<file path="src/rtl/pipe_stall_ctrl_if.sv">
// Bundle of pipeline-control handshake signals between the hazard/EX logic and
// the stall controller. The controller takes the slave view.
interface pipe_stall_ctrl_if #(
  parameter int LEN_W = 6
);
  logic             stallreq_id_i;
  logic             mc_req_i;
  logic             mc_ext_i;
  logic [LEN_W-1:0] mc_len_i;
  logic             mc_done_i;
  logic             flush_i;
  logic [5:0]       stall_o;
  logic [LEN_W-1:0] mc_cnt_o;
  logic             mc_start_o;
  logic             mc_annul_o;
  logic             busy_o;

  modport master (
    output stallreq_id_i, mc_req_i, mc_ext_i, mc_len_i, mc_done_i, flush_i,
    input  stall_o, mc_cnt_o, mc_start_o, mc_annul_o, busy_o
  );

  modport slave (
    input  stallreq_id_i, mc_req_i, mc_ext_i, mc_len_i, mc_done_i, flush_i,
    output stall_o, mc_cnt_o, mc_start_o, mc_annul_o, busy_o
  );
endinterface

</file>
<file path="src/rtl/pipe_stall_ctrl.sv">
// Pipeline stall sequencer: merges the ID load-use stall with EX multi-cycle
// operations (internally counted or externally completed) into one stall vector.
module pipe_stall_ctrl #(
  parameter int LEN_W = 6
) (
  input  logic              clk,
  input  logic              rst,
  pipe_stall_ctrl_if.slave  ctrl
);

  typedef enum logic [1:0] {
    IDLE    = 2'd0,
    RUN_INT = 2'd1,
    RUN_EXT = 2'd2
  } state_e;

  localparam logic [LEN_W-1:0] CNT_ONE = LEN_W'(1);
  localparam logic [LEN_W-1:0] CNT_MAX = '1;

  state_e           state_q, state_d;
  logic [LEN_W-1:0] cnt_q, cnt_d;
  logic [LEN_W-1:0] len_q, len_d;
  logic [LEN_W-1:0] eff_len;
  logic             ex_stall;
  logic             start_pulse;
  logic             annul_pulse;
  logic [5:0]       stall_vec;

  // A zero length is treated as a single-cycle op.
  assign eff_len = (ctrl.mc_len_i == '0) ? CNT_ONE : ctrl.mc_len_i;

  always_ff @(posedge clk or posedge rst) begin
    if (rst) begin
      state_q <= IDLE;
      cnt_q   <= '0;
      len_q   <= '0;
    end else begin
      state_q <= state_d;
      cnt_q   <= cnt_d;
      len_q   <= len_d;
    end
  end

  always_comb begin
    state_d     = state_q;
    cnt_d       = cnt_q;
    len_d       = len_q;
    ex_stall    = 1'b0;
    start_pulse = 1'b0;
    annul_pulse = 1'b0;
    unique case (state_q)
      IDLE: begin
        if (ctrl.mc_req_i) begin
          if (ctrl.mc_ext_i) begin
            if (ctrl.flush_i) begin
              annul_pulse = 1'b1;
            end else begin
              start_pulse = 1'b1;
              ex_stall    = 1'b1;
              cnt_d       = CNT_ONE;
              state_d     = RUN_EXT;
            end
          end else if (!ctrl.flush_i && (eff_len != CNT_ONE)) begin
            len_d    = eff_len;
            cnt_d    = CNT_ONE;
            ex_stall = 1'b1;
            state_d  = RUN_INT;
          end
        end
      end
      RUN_INT: begin
        if (ctrl.flush_i || (cnt_q == len_q - CNT_ONE)) begin
          cnt_d   = '0;
          state_d = IDLE;
        end else begin
          ex_stall = 1'b1;
          cnt_d    = cnt_q + CNT_ONE;
        end
      end
      RUN_EXT: begin
        // Flush outranks a coincident done: the result is dropped and the unit aborted.
        if (ctrl.flush_i) begin
          annul_pulse = 1'b1;
          cnt_d       = '0;
          state_d     = IDLE;
        end else if (ctrl.mc_done_i) begin
          cnt_d   = '0;
          state_d = IDLE;
        end else begin
          ex_stall = 1'b1;
          cnt_d    = (cnt_q == CNT_MAX) ? cnt_q : cnt_q + CNT_ONE;
        end
      end
      default: begin
        cnt_d   = '0;
        state_d = IDLE;
      end
    endcase
  end

  // PC/IF/ID hold on either request, EX only on its own, MEM/WB never hold.
  genvar gi;
  generate
    for (gi = 0; gi < 6; gi++) begin : g_stall
      if (gi < 3) begin : g_front
        assign stall_vec[gi] = ex_stall | ctrl.stallreq_id_i;
      end else if (gi == 3) begin : g_ex
        assign stall_vec[gi] = ex_stall;
      end else begin : g_back
        assign stall_vec[gi] = 1'b0;
      end
    end
  endgenerate

  assign ctrl.stall_o    = rst ? 6'b000000 : stall_vec;
  assign ctrl.mc_cnt_o   = (rst || state_q == IDLE) ? '0 : cnt_q;
  assign ctrl.mc_start_o = ~rst & start_pulse;
  assign ctrl.mc_annul_o = ~rst & annul_pulse;
  assign ctrl.busy_o     = ~rst & (state_q != IDLE);

  a_start_annul_excl: assert property (@(posedge clk) disable iff (rst)
    !(ctrl.mc_start_o && ctrl.mc_annul_o));
  a_back_never_held: assert property (@(posedge clk) disable iff (rst)
    ctrl.stall_o[5:4] == 2'b00);
  a_start_enters_ext: assert property (@(posedge clk) disable iff (rst)
    ctrl.mc_start_o |=> (state_q == RUN_EXT));
  a_int_cnt_bounded: assert property (@(posedge clk) disable iff (rst)
    (state_q == RUN_INT) |-> (cnt_q < len_q));

endmodule

</file>
<file path="src/flat_wrapper.sv">
// flat-port wrapper written by rule: the top's interface ports become plain ports
module pipe_stall_ctrl_flat 
#(
  parameter int LEN_W = 6
)
  (clk, rst, ctrl_stallreq_id_i, ctrl_mc_req_i, ctrl_mc_ext_i, ctrl_mc_len_i, ctrl_mc_done_i, ctrl_flush_i, ctrl_stall_o, ctrl_mc_cnt_o, ctrl_mc_start_o, ctrl_mc_annul_o, ctrl_busy_o);
  pipe_stall_ctrl_if #(.LEN_W(LEN_W)) ctrl_i ();
  input  logic clk;
  input  logic rst;
  input wire logic [$bits(ctrl_i.stallreq_id_i)-1:0] ctrl_stallreq_id_i;
  input wire logic [$bits(ctrl_i.mc_req_i)-1:0] ctrl_mc_req_i;
  input wire logic [$bits(ctrl_i.mc_ext_i)-1:0] ctrl_mc_ext_i;
  input wire logic [$bits(ctrl_i.mc_len_i)-1:0] ctrl_mc_len_i;
  input wire logic [$bits(ctrl_i.mc_done_i)-1:0] ctrl_mc_done_i;
  input wire logic [$bits(ctrl_i.flush_i)-1:0] ctrl_flush_i;
  output wire logic [$bits(ctrl_i.stall_o)-1:0] ctrl_stall_o;
  output wire logic [$bits(ctrl_i.mc_cnt_o)-1:0] ctrl_mc_cnt_o;
  output wire logic [$bits(ctrl_i.mc_start_o)-1:0] ctrl_mc_start_o;
  output wire logic [$bits(ctrl_i.mc_annul_o)-1:0] ctrl_mc_annul_o;
  output wire logic [$bits(ctrl_i.busy_o)-1:0] ctrl_busy_o;
  assign ctrl_i.stallreq_id_i = ctrl_stallreq_id_i;
  assign ctrl_i.mc_req_i = ctrl_mc_req_i;
  assign ctrl_i.mc_ext_i = ctrl_mc_ext_i;
  assign ctrl_i.mc_len_i = ctrl_mc_len_i;
  assign ctrl_i.mc_done_i = ctrl_mc_done_i;
  assign ctrl_i.flush_i = ctrl_flush_i;
  assign ctrl_stall_o = ctrl_i.stall_o;
  assign ctrl_mc_cnt_o = ctrl_i.mc_cnt_o;
  assign ctrl_mc_start_o = ctrl_i.mc_start_o;
  assign ctrl_mc_annul_o = ctrl_i.mc_annul_o;
  assign ctrl_busy_o = ctrl_i.busy_o;
  pipe_stall_ctrl #(.LEN_W(LEN_W)) u_core (.clk(clk), .rst(rst), .ctrl(ctrl_i));
endmodule
</file>
<file path="config.mk">
export PLATFORM = sky130hd
export DESIGN_NAME = pipe_stall_ctrl_flat
export DESIGN_NICKNAME = d
export VERILOG_FILES = /design/src/rtl/pipe_stall_ctrl_if.sv /design/src/rtl/pipe_stall_ctrl.sv /design/src/flat_wrapper.sv
export SDC_FILE = /design/constraint.sdc
export NUM_CORES = 1
export LEC_CHECK = 0
export CAP_MARGIN = 20
export CORE_MARGIN = 2
export CORE_UTILIZATION = 47
export CTS_CLUSTER_DIAMETER = 100
export DETAILED_ROUTE_END_ITERATION = 12
export PLACE_DENSITY = 0.79
export SLEW_MARGIN = 20
export SYNTH_ARGS = -nofsm -noshare
export SYNTH_HDL_FRONTEND = slang
export SYNTH_SLANG_ARGS = --single-unit
</file>
<file path="constraint.sdc">
create_clock -name clk -period 2.4 [get_ports clk]
set_clock_uncertainty 0.05 [all_clocks]
set_input_delay 0.24 -clock clk [delete_from_list [all_inputs] [get_ports clk]]
set_output_delay 0.24 -clock clk [all_outputs]
set_load 0.03 [all_outputs]
</file>
# Word level (Yosys, flattened, before mapping)
# Cells that the tools add are included.
# totals
register_bits	14
inputBits	13
elab_cells	67
# classes
mux	35
reduce_logical	10
bitwise_logic	6
eq_ne	11
addsub	2
# op_table
cell	count
2-to-1 mux 6 bit	10
case mux 6 bit (3 select lines)	1
2-to-1 mux 2 bit	7
2-to-1 mux 1 bit	13
AND reduction 4 bit	2
adder 6 x 1 -> 6 bit (second input constant)	1
equality test 6 bit	1
equality test 6 bit (second input constant)	1
zero test 6 bit	1
!= test 3 bit (second input constant)	2
!= test 6 x 1 -> 1 bit (second input constant)	1
case mux 2 bit (3 select lines)	1
subtractor 6 x 1 -> 6 bit (second input constant)	1
AND reduction 5 bit	1
2-to-1 mux 4 bit	1
!= test 4 bit (second input constant)	1
bitwise AND 1 bit	3
!= test 3 x 2 -> 1 bit (second input constant)	1
case mux 1 bit (3 select lines)	1
equality test 2 x 1 -> 1 bit (second input constant)	1
equality test 2 bit (second input constant)	1
zero test 2 bit	1
logical OR 1 bit	2
!= test 2 x 1 -> 1 bit (second input constant)	1
7 further kinds	8

# Depth between registers and ports, before layout
# Gate-level depths: netlist (run 1).
# depth
word_depth	10
ltp_mapped	9
mapped_depth_nobuf	8

# Worst setup path before layout (run 1)
# Ideal clock, no wire load.
# synth_timing
kind	reg2out
from	register u_core.len_q[0]
to	output ctrl_stall_o[1]
required_ns	2.110
path_slack_ns	-0.136
path_stages_with_launch	10
arrival_ns	2.246
cell_sequence	dfrtp_1 -> inv_1 -> ha_1 -> xnor2_1 -> a211oi_2 -> o211a_1 -> a21o_1 -> a21boi_1 -> a21oi_1 -> buf_4
# synth_via
elab_chain_len	7
# synth_lines
item	line_no	rtl
from (decl)	pipe_stall_ctrl.sv:22	logic [LEN_W-1:0] len_q, len_d;
from (signal assigned)	pipe_stall_ctrl.sv:40	len_q <= len_d;
subtractor 6 x 1 -> 6 bit	pipe_stall_ctrl.sv:72	if (ctrl.flush_i || (cnt_q == len_q - CNT_ONE)) begin
equality test 6 bit	pipe_stall_ctrl.sv:72	
logical OR 1 bit	pipe_stall_ctrl.sv:72	
2-to-1 mux 1 bit	pipe_stall_ctrl.sv:72	
case mux 1 bit (3 select lines)	pipe_stall_ctrl.sv:51	unique case (state_q)
bitwise OR 1 bit	pipe_stall_ctrl.sv:106	assign stall_vec[gi] = ex_stall | ctrl.stallreq_id_i;
2-to-1 mux 4 bit	pipe_stall_ctrl.sv:115	assign ctrl.stall_o = rst ? 6'b000000 : stall_vec;
to (decl)	flat_wrapper.sv:16	output wire logic [$bits(ctrl_i.stall_o)-1:0] ctrl_stall_o;
# No other way between the ends.

# Worst setup path after layout (run 1)
# Same ends and word-level chain as after synthesis.

==> impl_results.md, run 1 <==
* Placed Cells at 182
* Clk network pwr share at 15.7%
* Clk_lat worst skew at 0.27 ns
* Pre-CTS WS at -0.431 ns
* Synth warn at 0
* Int Pwr at 0.544 mW
* Largest net degree at the start of global routing at 15
* Root buffer cell: clkbuf_4
* MaxCap Viol Count at 0
* DRC violations left at 0
* Worst path cell trace: inv_2 -> ha_4 -> or3b_1 -> a211oi_2 -> o211a_1 -> a21o_1 -> a21boi_4 -> a21oi_4 -> buf_6
* CP max stage delay at 0.41 ns
* Fin. max-slew vios at 0
* Share of cells above drive strength 1 at 27.8%
* Crit Path Class: flop to primary output
* Number of synthesized flops with an enable pin at 0
* Switching fraction of total power at 35.4%
* Final hold vios at 0
* Htree depth at 1
* Die Span X at 50.1 microns
* Clk slew on worst S/H paths at 0.08 ns
* Period minus WS final at 2.53 ns
* Leak at 0.711 nW
* Violated checks: setup timing
* DR vias/cell at 5.37
* Pwr dens at 554 nW/um^2
* Height of the die at 50.1 microns
* Top cell type by total area after synthesis: dfrtp_1
* Mean Syn Cell Area at 8.93 sq um
* #FFs+latches synth at 14
* Top Ports at 28
* P&R area growth vs syn at 51.8%
* Status: finished, violations left
* Post-synthesis sequential area ratio at 35.0%
* Synthesized area at 1000 sq um
* Tcrit/Tclk final at 106%
* I/O Buffers at 25
* Non-filler cells in the finished layout at 189
* Post-route ant nets at 0
* Worst hold slack at 0.461 ns
* WP data required at 2.11 ns
* Placement row count at 16
* Rel. slew slack at 54.5%
* DR iter-0 viols at 22
* HPWL after DPL at 1940 microns
* Vias post-DR at 1014
* RSZ-0062 raised after global routing: true
* Final setup vio count at 4
* Hold-fix buffer count after cts at 0
* Initial Util at 50.4%
* Core footprint at 1980 sq um
* Reg power frac at 36.6%
* CP max-delay cell: dfrtp_1
* WL/cell at 13.5 microns
* Dominant cells by area after synthesis: dfrtp_1 (35%), and2_1 (3.8%), a22o_1 (3.5%), mux2_1 (3.4%), nor2b_1 (3.1%)
* Startpoint types: flop
* Fin worst setup slack at -0.134 ns
* Net switching power at 0.298 mW
* GR Util All Layers at 23.2%
* CP endpoint kind: primary output
* Max Clock Freq at 395 MHz
* VDD IR-drop max at 0.504 mV
* Post-layout instance area at 1520 sq um
* DRT Pass-1 Iters at 4
* Ant diodes at 0
* Synth Instances at 112
* Yosys top cell area share at 35.0%
* Asr flop ratio synth at 100%
* Total Nets Final at 179
* Vias in the first global route at 972
* Die area at 2510 sq um
* Final Power at 0.841 mW
* Combinational share of power at 47.7%
* Num CTS Buffers at 3
* First-pass GRT wire length at 4350 microns
* CTS Sinks at 14
* Library cells used by synthesis at 38
* Detailed Route WL at 2560 microns
* Final GP Congestion at 0.823
* Prevailing post-synth register cell: dfrtp_1
* CTS tree: built
* Post-DP Area at 1420 sq um
* Crit-path max FO at 3
* CP arrival at 2.24 ns
* Maximum clock path buffer count at 2
* Initial antenna violation count at 0
* Worst slew pin tran at 0.677 ns
* Min-Delay Path Class: input pin to asynchronous set/reset pin
* Overflow after GRT at 0
## what timing repair did
item,CTS,global route
endpoints found under the hold margin,0,0
gates resized for setup,30,8
pin swaps,3,2
setup buffers,1,3
setup endpoints to repair,4,10
## synthesized netlist by cell type, types with 2 or more instances
cell / number
o21ai_0: 5
nand2b_1: 3
xor2_1: 3
nand2_1: 7
o31ai_1: 3
nor4_1: 2
buf_4: 4
a21oi_1: 4
dfrtp_1: 14
or3b_1: 2
inv_1: 6
nor2_1: 6
nand3_1: 2
o21ai_1: 4
nor4b_1: 3
and3_1: 4
a22o_1: 4
and2_1: 6
xnor2_1: 3
nor2b_1: 5
mux2_1: 3
nor3_1: 2
ha_1: 2
## critical path, delay by kind of cell (launching register included)
family / cells / cell delay [ns]
adders and majority gates: 1 / 0.13
buffers and inverters: 2 / 0.24
and+or+nand+nor: 1 / 0.36
DFF: 1 / 0.41
AOI/OAI and AO/OA: 5 / 0.82
## layout by cell type, fill, tap and decap left out, drive strengths merged, types with 4 or more instances in the layout
master / count
nor2b: 5
inv: 6
o21ai: 9
and2: 6
dfrtp: 14
and3: 4
nand2: 7
nor2: 7
clkdlybuf4s50: 20
buf: 29
a21oi: 4
a22o: 4
## area by class of cell
cell class,instances,area [sq um]
tap,27,33.8
clock buffer,3,22.5
inverter,6,22.5
timing repair buffer,50,442
fill,148,464
sequential,14,350
multi-input combinational,89,647
## power groups by stage
stage	clock [mW]	combinational [mW]	sequential [mW]
2_1_floorplan	0	0.208	0.308
3_3_place_gp	0	0.350	0.305
3_5_place_dp	0	0.360	0.307
4_1_cts	0.135	0.370	0.302
5_1_grt	0.143	0.442	0.312
6_report	0.132	0.401	0.308
## path summary, 6_finish.rpt
kind / startpoint / endpoint / slack (ns) / cells past startpoint
worst min-delay path: rst / u_core.state_q[1] / 0.46 / 3
min in group clk: ctrl_mc_len_i[0] / u_core.len_q[0] / 0.48 / 3
worst max register to register: u_core.len_q[0] / u_core.cnt_q[2] / 0.27 / 9
worst min register to register: u_core.len_q[5] / u_core.len_q[5] / 0.49 / 1
worst max-delay path: u_core.len_q[0] / ctrl_stall_o[1] / -0.13 / 9
max in group asynchronous: rst / u_core.len_q[0] / 1.48 / 3
## per-stage QoR
step	TNS (ns)	utilization (%)
2_1_floorplan	0	-
3_3_place_gp	-1.54	71.6
3_5_place_dp	-1.63	71.6
4_1_cts	-0.513	74.1
5_1_grt	-0.813	76.6
6_report	-0.522	76.6
## per-layer routing
layer	up-vias	part of all wire, %	track usage [%]
met5	-	0	0
met4	0	0	6.94
met3	0	4.2	3.64
met2	31	51	41.7
met1	476	45	27.9
li1	507	-	-
## cells by family after synthesis
logic type / share of synthesized area [%]
adder cells (fa/ha/maj): 2.50
multiplexers: 3.38
buffers and inverters: 5.26
flip-flops: 35.0
AO/OA/AOI/OAI: 19.1
AND/OR/NAND/NOR: 29.0
other: 0.375
XOR/XNOR: 5.26
## flip-flops by register name, summed over array words and instances (netlist names)
signal          flops
u_core.cnt_q        6
u_core.len_q        6
u_core.state_q      2
Power figures use the tool's default switching activity.
==> run 2: changes to the inputs <==
CELL_PAD_IN_SITES_DETAIL_PLACEMENT = 1   (was not set)
CELL_PAD_IN_SITES_GLOBAL_PLACEMENT = 1   (was not set)
CORE_UTILIZATION = 35   (was 47)
PLACE_DENSITY = not set   (was 0.79)
PLACE_DENSITY_LB_ADDON = 0.1   (was not set)
SETUP_SLACK_MARGIN = 0.2   (was not set)
==> impl_results.md, run 2 (synthesized netlist as in run 1, its figures left out) <==
* CP max-delay cell: dfrtp_1 (unchanged)
* Final setup vio count at 4 (unchanged)
* Final GP Congestion at 0.749 (was 0.823)
* Clk_lat worst skew at 0.29 ns (was 0.27 ns)
* Die area at 3300 sq um (was 2510 sq um)
* Clk slew on worst S/H paths at 0.10 ns (was 0.08 ns)
* CP bufs+invs at 2 (unchanged)
* CP delay by family, top: compound AO/OA/AOI/OAI gates (unchanged)
* Maximum clock path buffer count at 2 (unchanged)
* Worst slew pin tran at 0.678 ns (was 0.677 ns)
* HPWL after DPL at 2530 microns (was 1940 microns)
* Non-filler cells in the finished layout at 196 (was 189)
* Final hold vios at 0 (unchanged)
* Post-layout instance area at 1600 sq um (was 1520 sq um)
* Die Span X at 57.4 microns (was 50.1 microns)
* Commonest non-fill, non-tap cell in the layout: buf_4 (unchanged)
* Initial antenna violation count at 0 (unchanged)
* Post-DP Area at 1450 sq um (was 1420 sq um)
* CP max stage delay at 0.40 ns (was 0.41 ns)
* Vias post-DR at 1038 (was 1014)
* Leak at 0.786 nW (was 0.711 nW)
* FF-to-FF Start: u_core.len_q[0] (unchanged)
* Status: finished, violations left (unchanged)
* CTS tree: built (unchanged)
* Period minus WS final at 2.58 ns (was 2.53 ns)
* Tcrit/Tclk final at 108% (was 106%)
* Htree depth at 1 (unchanged)
* Final Power at 0.947 mW (was 0.841 mW)
* Crit-path max FO at 3 (unchanged)
* CP arrival at 2.29 ns (was 2.24 ns)
* Pre-CTS WS at -0.517 ns (was -0.431 ns)
* Post-route ant nets at 0 (unchanged)
* Hold Path Depth at 1
* Share of cells above drive strength 1 at 32.7% (was 27.8%)
* Fin worst setup slack at -0.181 ns (was -0.134 ns)
* GR Util All Layers at 21.3% (was 23.2%)
* First-pass GRT wire length at 5390 microns (was 4350 microns)
* Worst path cell trace: inv_2 -> ha_4 -> or3b_4 -> a211oi_2 -> o211a_1 -> a21o_1 -> a21boi_4 -> a21oi_4 -> buf_6 (was inv_2 -> ha_4 -> or3b_1 -> a211oi_2 -> o211a_1 -> a21o_1 -> a21boi_4 -> a21oi_4 -> buf_6)
* Violated checks: setup timing (unchanged)
* DR iter-0 viols at 19 (was 22)
* Cells on worst reg2reg path at 11 (was 9)
* I/O Buffers at 25 (unchanged)
* P&R area growth vs syn at 60.1% (was 51.8%)
* Min-Delay Path Class: flop to flop (was input pin to asynchronous set/reset pin)
* Root buffer cell: clkbuf_4 (unchanged)
* Top Ports at 28 (unchanged)
* CTS Sinks at 14 (unchanged)
* Flop2flop setup slack at 0.01 ns (was 0.27 ns)
* Crit Path Class: flop to primary output (unchanged)
* Total Nets Final at 181 (was 179)
* Pwr dens at 592 nW/um^2 (was 554 nW/um^2)
* DRC violations left at 0 (unchanged)
* Worst Setup EP: ctrl_stall_o[2] (was ctrl_stall_o[1])
* Placement row count at 19 (was 16)
* Startpoint types: flop (unchanged)
* CP startpoint: u_core.len_q[0] (unchanged)
* Ant diodes at 0 (unchanged)
* Core footprint at 2730 sq um (was 1980 sq um)
* RSZ-0062 raised after global routing: true (unchanged)
* WL/cell at 17.1 microns (was 13.5 microns)
* Hold-fix buffer count after cts at 0 (unchanged)
* Height of the die at 57.4 microns (was 50.1 microns)
* Placed Cells at 186 (was 182)
* Largest registers: u_core.cnt_q (6), u_core.len_q (6), u_core.state_q (2) (unchanged)
* WP data required at 2.11 ns (about the same)
* Worst hold slack at 0.470 ns (was 0.461 ns)
* MaxCap Viol Count at 0 (unchanged)
* Initial Util at 36.6% (was 50.4%)
* Detailed Route WL at 3340 microns (was 2560 microns)
* CP endpoint kind: primary output (unchanged)
* Vias in the first global route at 1154 (was 972)
* Num CTS Buffers at 3 (unchanged)
* Overflow after GRT at 0 (unchanged)
* Max Clock Freq at 387 MHz (was 395 MHz)
* Setup TNS at -0.710 ns (was -0.522 ns)
* WP depth at 9 (unchanged)
* Most frequent cells in the layout: buf_4 (25), dfrtp_1 (14), clkdlybuf4s50_1 (13), nand2_1 (7) (was buf_4 (26), clkdlybuf4s50_1 (20), dfrtp_1 (14), nand2_1 (7), and2_1 (6))
* RR Endpoint: u_core.cnt_q[2] (unchanged)
* Util after Layout at 58.5% (was 76.6%)
* Fin. max-slew vios at 0 (unchanged)
* Largest net degree at the start of global routing at 15 (unchanged)
* VDD IR-drop max at 0.413 mV (was 0.504 mV)
* DR vias/cell at 5.30 (was 5.37)
* DRT Pass-1 Iters at 4 (unchanged)
* Rel. slew slack at 54.5% (about the same)
-- run 2: cell count changes in the layout (fill, tap and decap cells not counted), sizes merged --
| cell | delta |
|---|---|
| clkdlybuf4s50 | -7 |
| dlygate4sd2 | +6 |
| buf | +2 |
| clkbuf | +1 |
| dlymetal6s2s | +1 |
-- run 2: report_power, final --
part           total [mW]  internal (mW)  leakage, nW  switching (mW)
clock               0.181         0.0923       0.0210          0.0887
sequential          0.309          0.272        0.181          0.0368
combinational       0.457          0.237        0.584           0.220
total               0.947          0.601        0.786           0.345
-- run 2: what timing repair did --
| action | 4_1_cts | 5_1_grt |
|---|---|---|
| setup endpoints to repair | 12 | 12 |
| buffers inserted | 2 | 4 |
| gates cloned | 0 | 0 |
| pin swaps | 11 | 9 |
| resized for setup | 42 | 10 |
-- run 2: cell type report --
| type | instances | area [sq um] |
|---|---|---|
| Multi-Input combinational cell | 89 | 689 |
| Fill cell | 328 | 1130 |
| Inverter | 6 | 22.5 |
| Timing Repair Buffer | 52 | 463 |
| Sequential cell | 14 | 350 |
| Tap cell | 31 | 38.8 |
| Clock buffer | 4 | 36.3 |
-- run 2: metal layers --
metal  GRT usage [%]  vias to the layer above  share of wire [%]
met2            37.7                       24                 52
li1                -                      503                  -
met5               0                        -                  0
met1            24.5                      505                 42
met3            5.67                        6                4.1
met4            7.64                        0                1.9
-- run 2: worst min-delay path by stage --
| stage | slack, ns | endpoint | startpoint |
|---|---|---|---|
| floorplan | 0.08 | u_core.cnt_q[0] | rst |
| global placement | 0.45 | u_core.len_q[5] | u_core.len_q[5] |
| detailed placement | 0.46 | u_core.len_q[5] | u_core.len_q[5] |
| CTS | 0.45 | u_core.len_q[0] | ctrl_mc_len_i[0] |
| global route | 0.51 | u_core.len_q[0] | ctrl_mc_len_i[0] |
| finish | 0.47 | u_core.len_q[5] | u_core.len_q[5] |
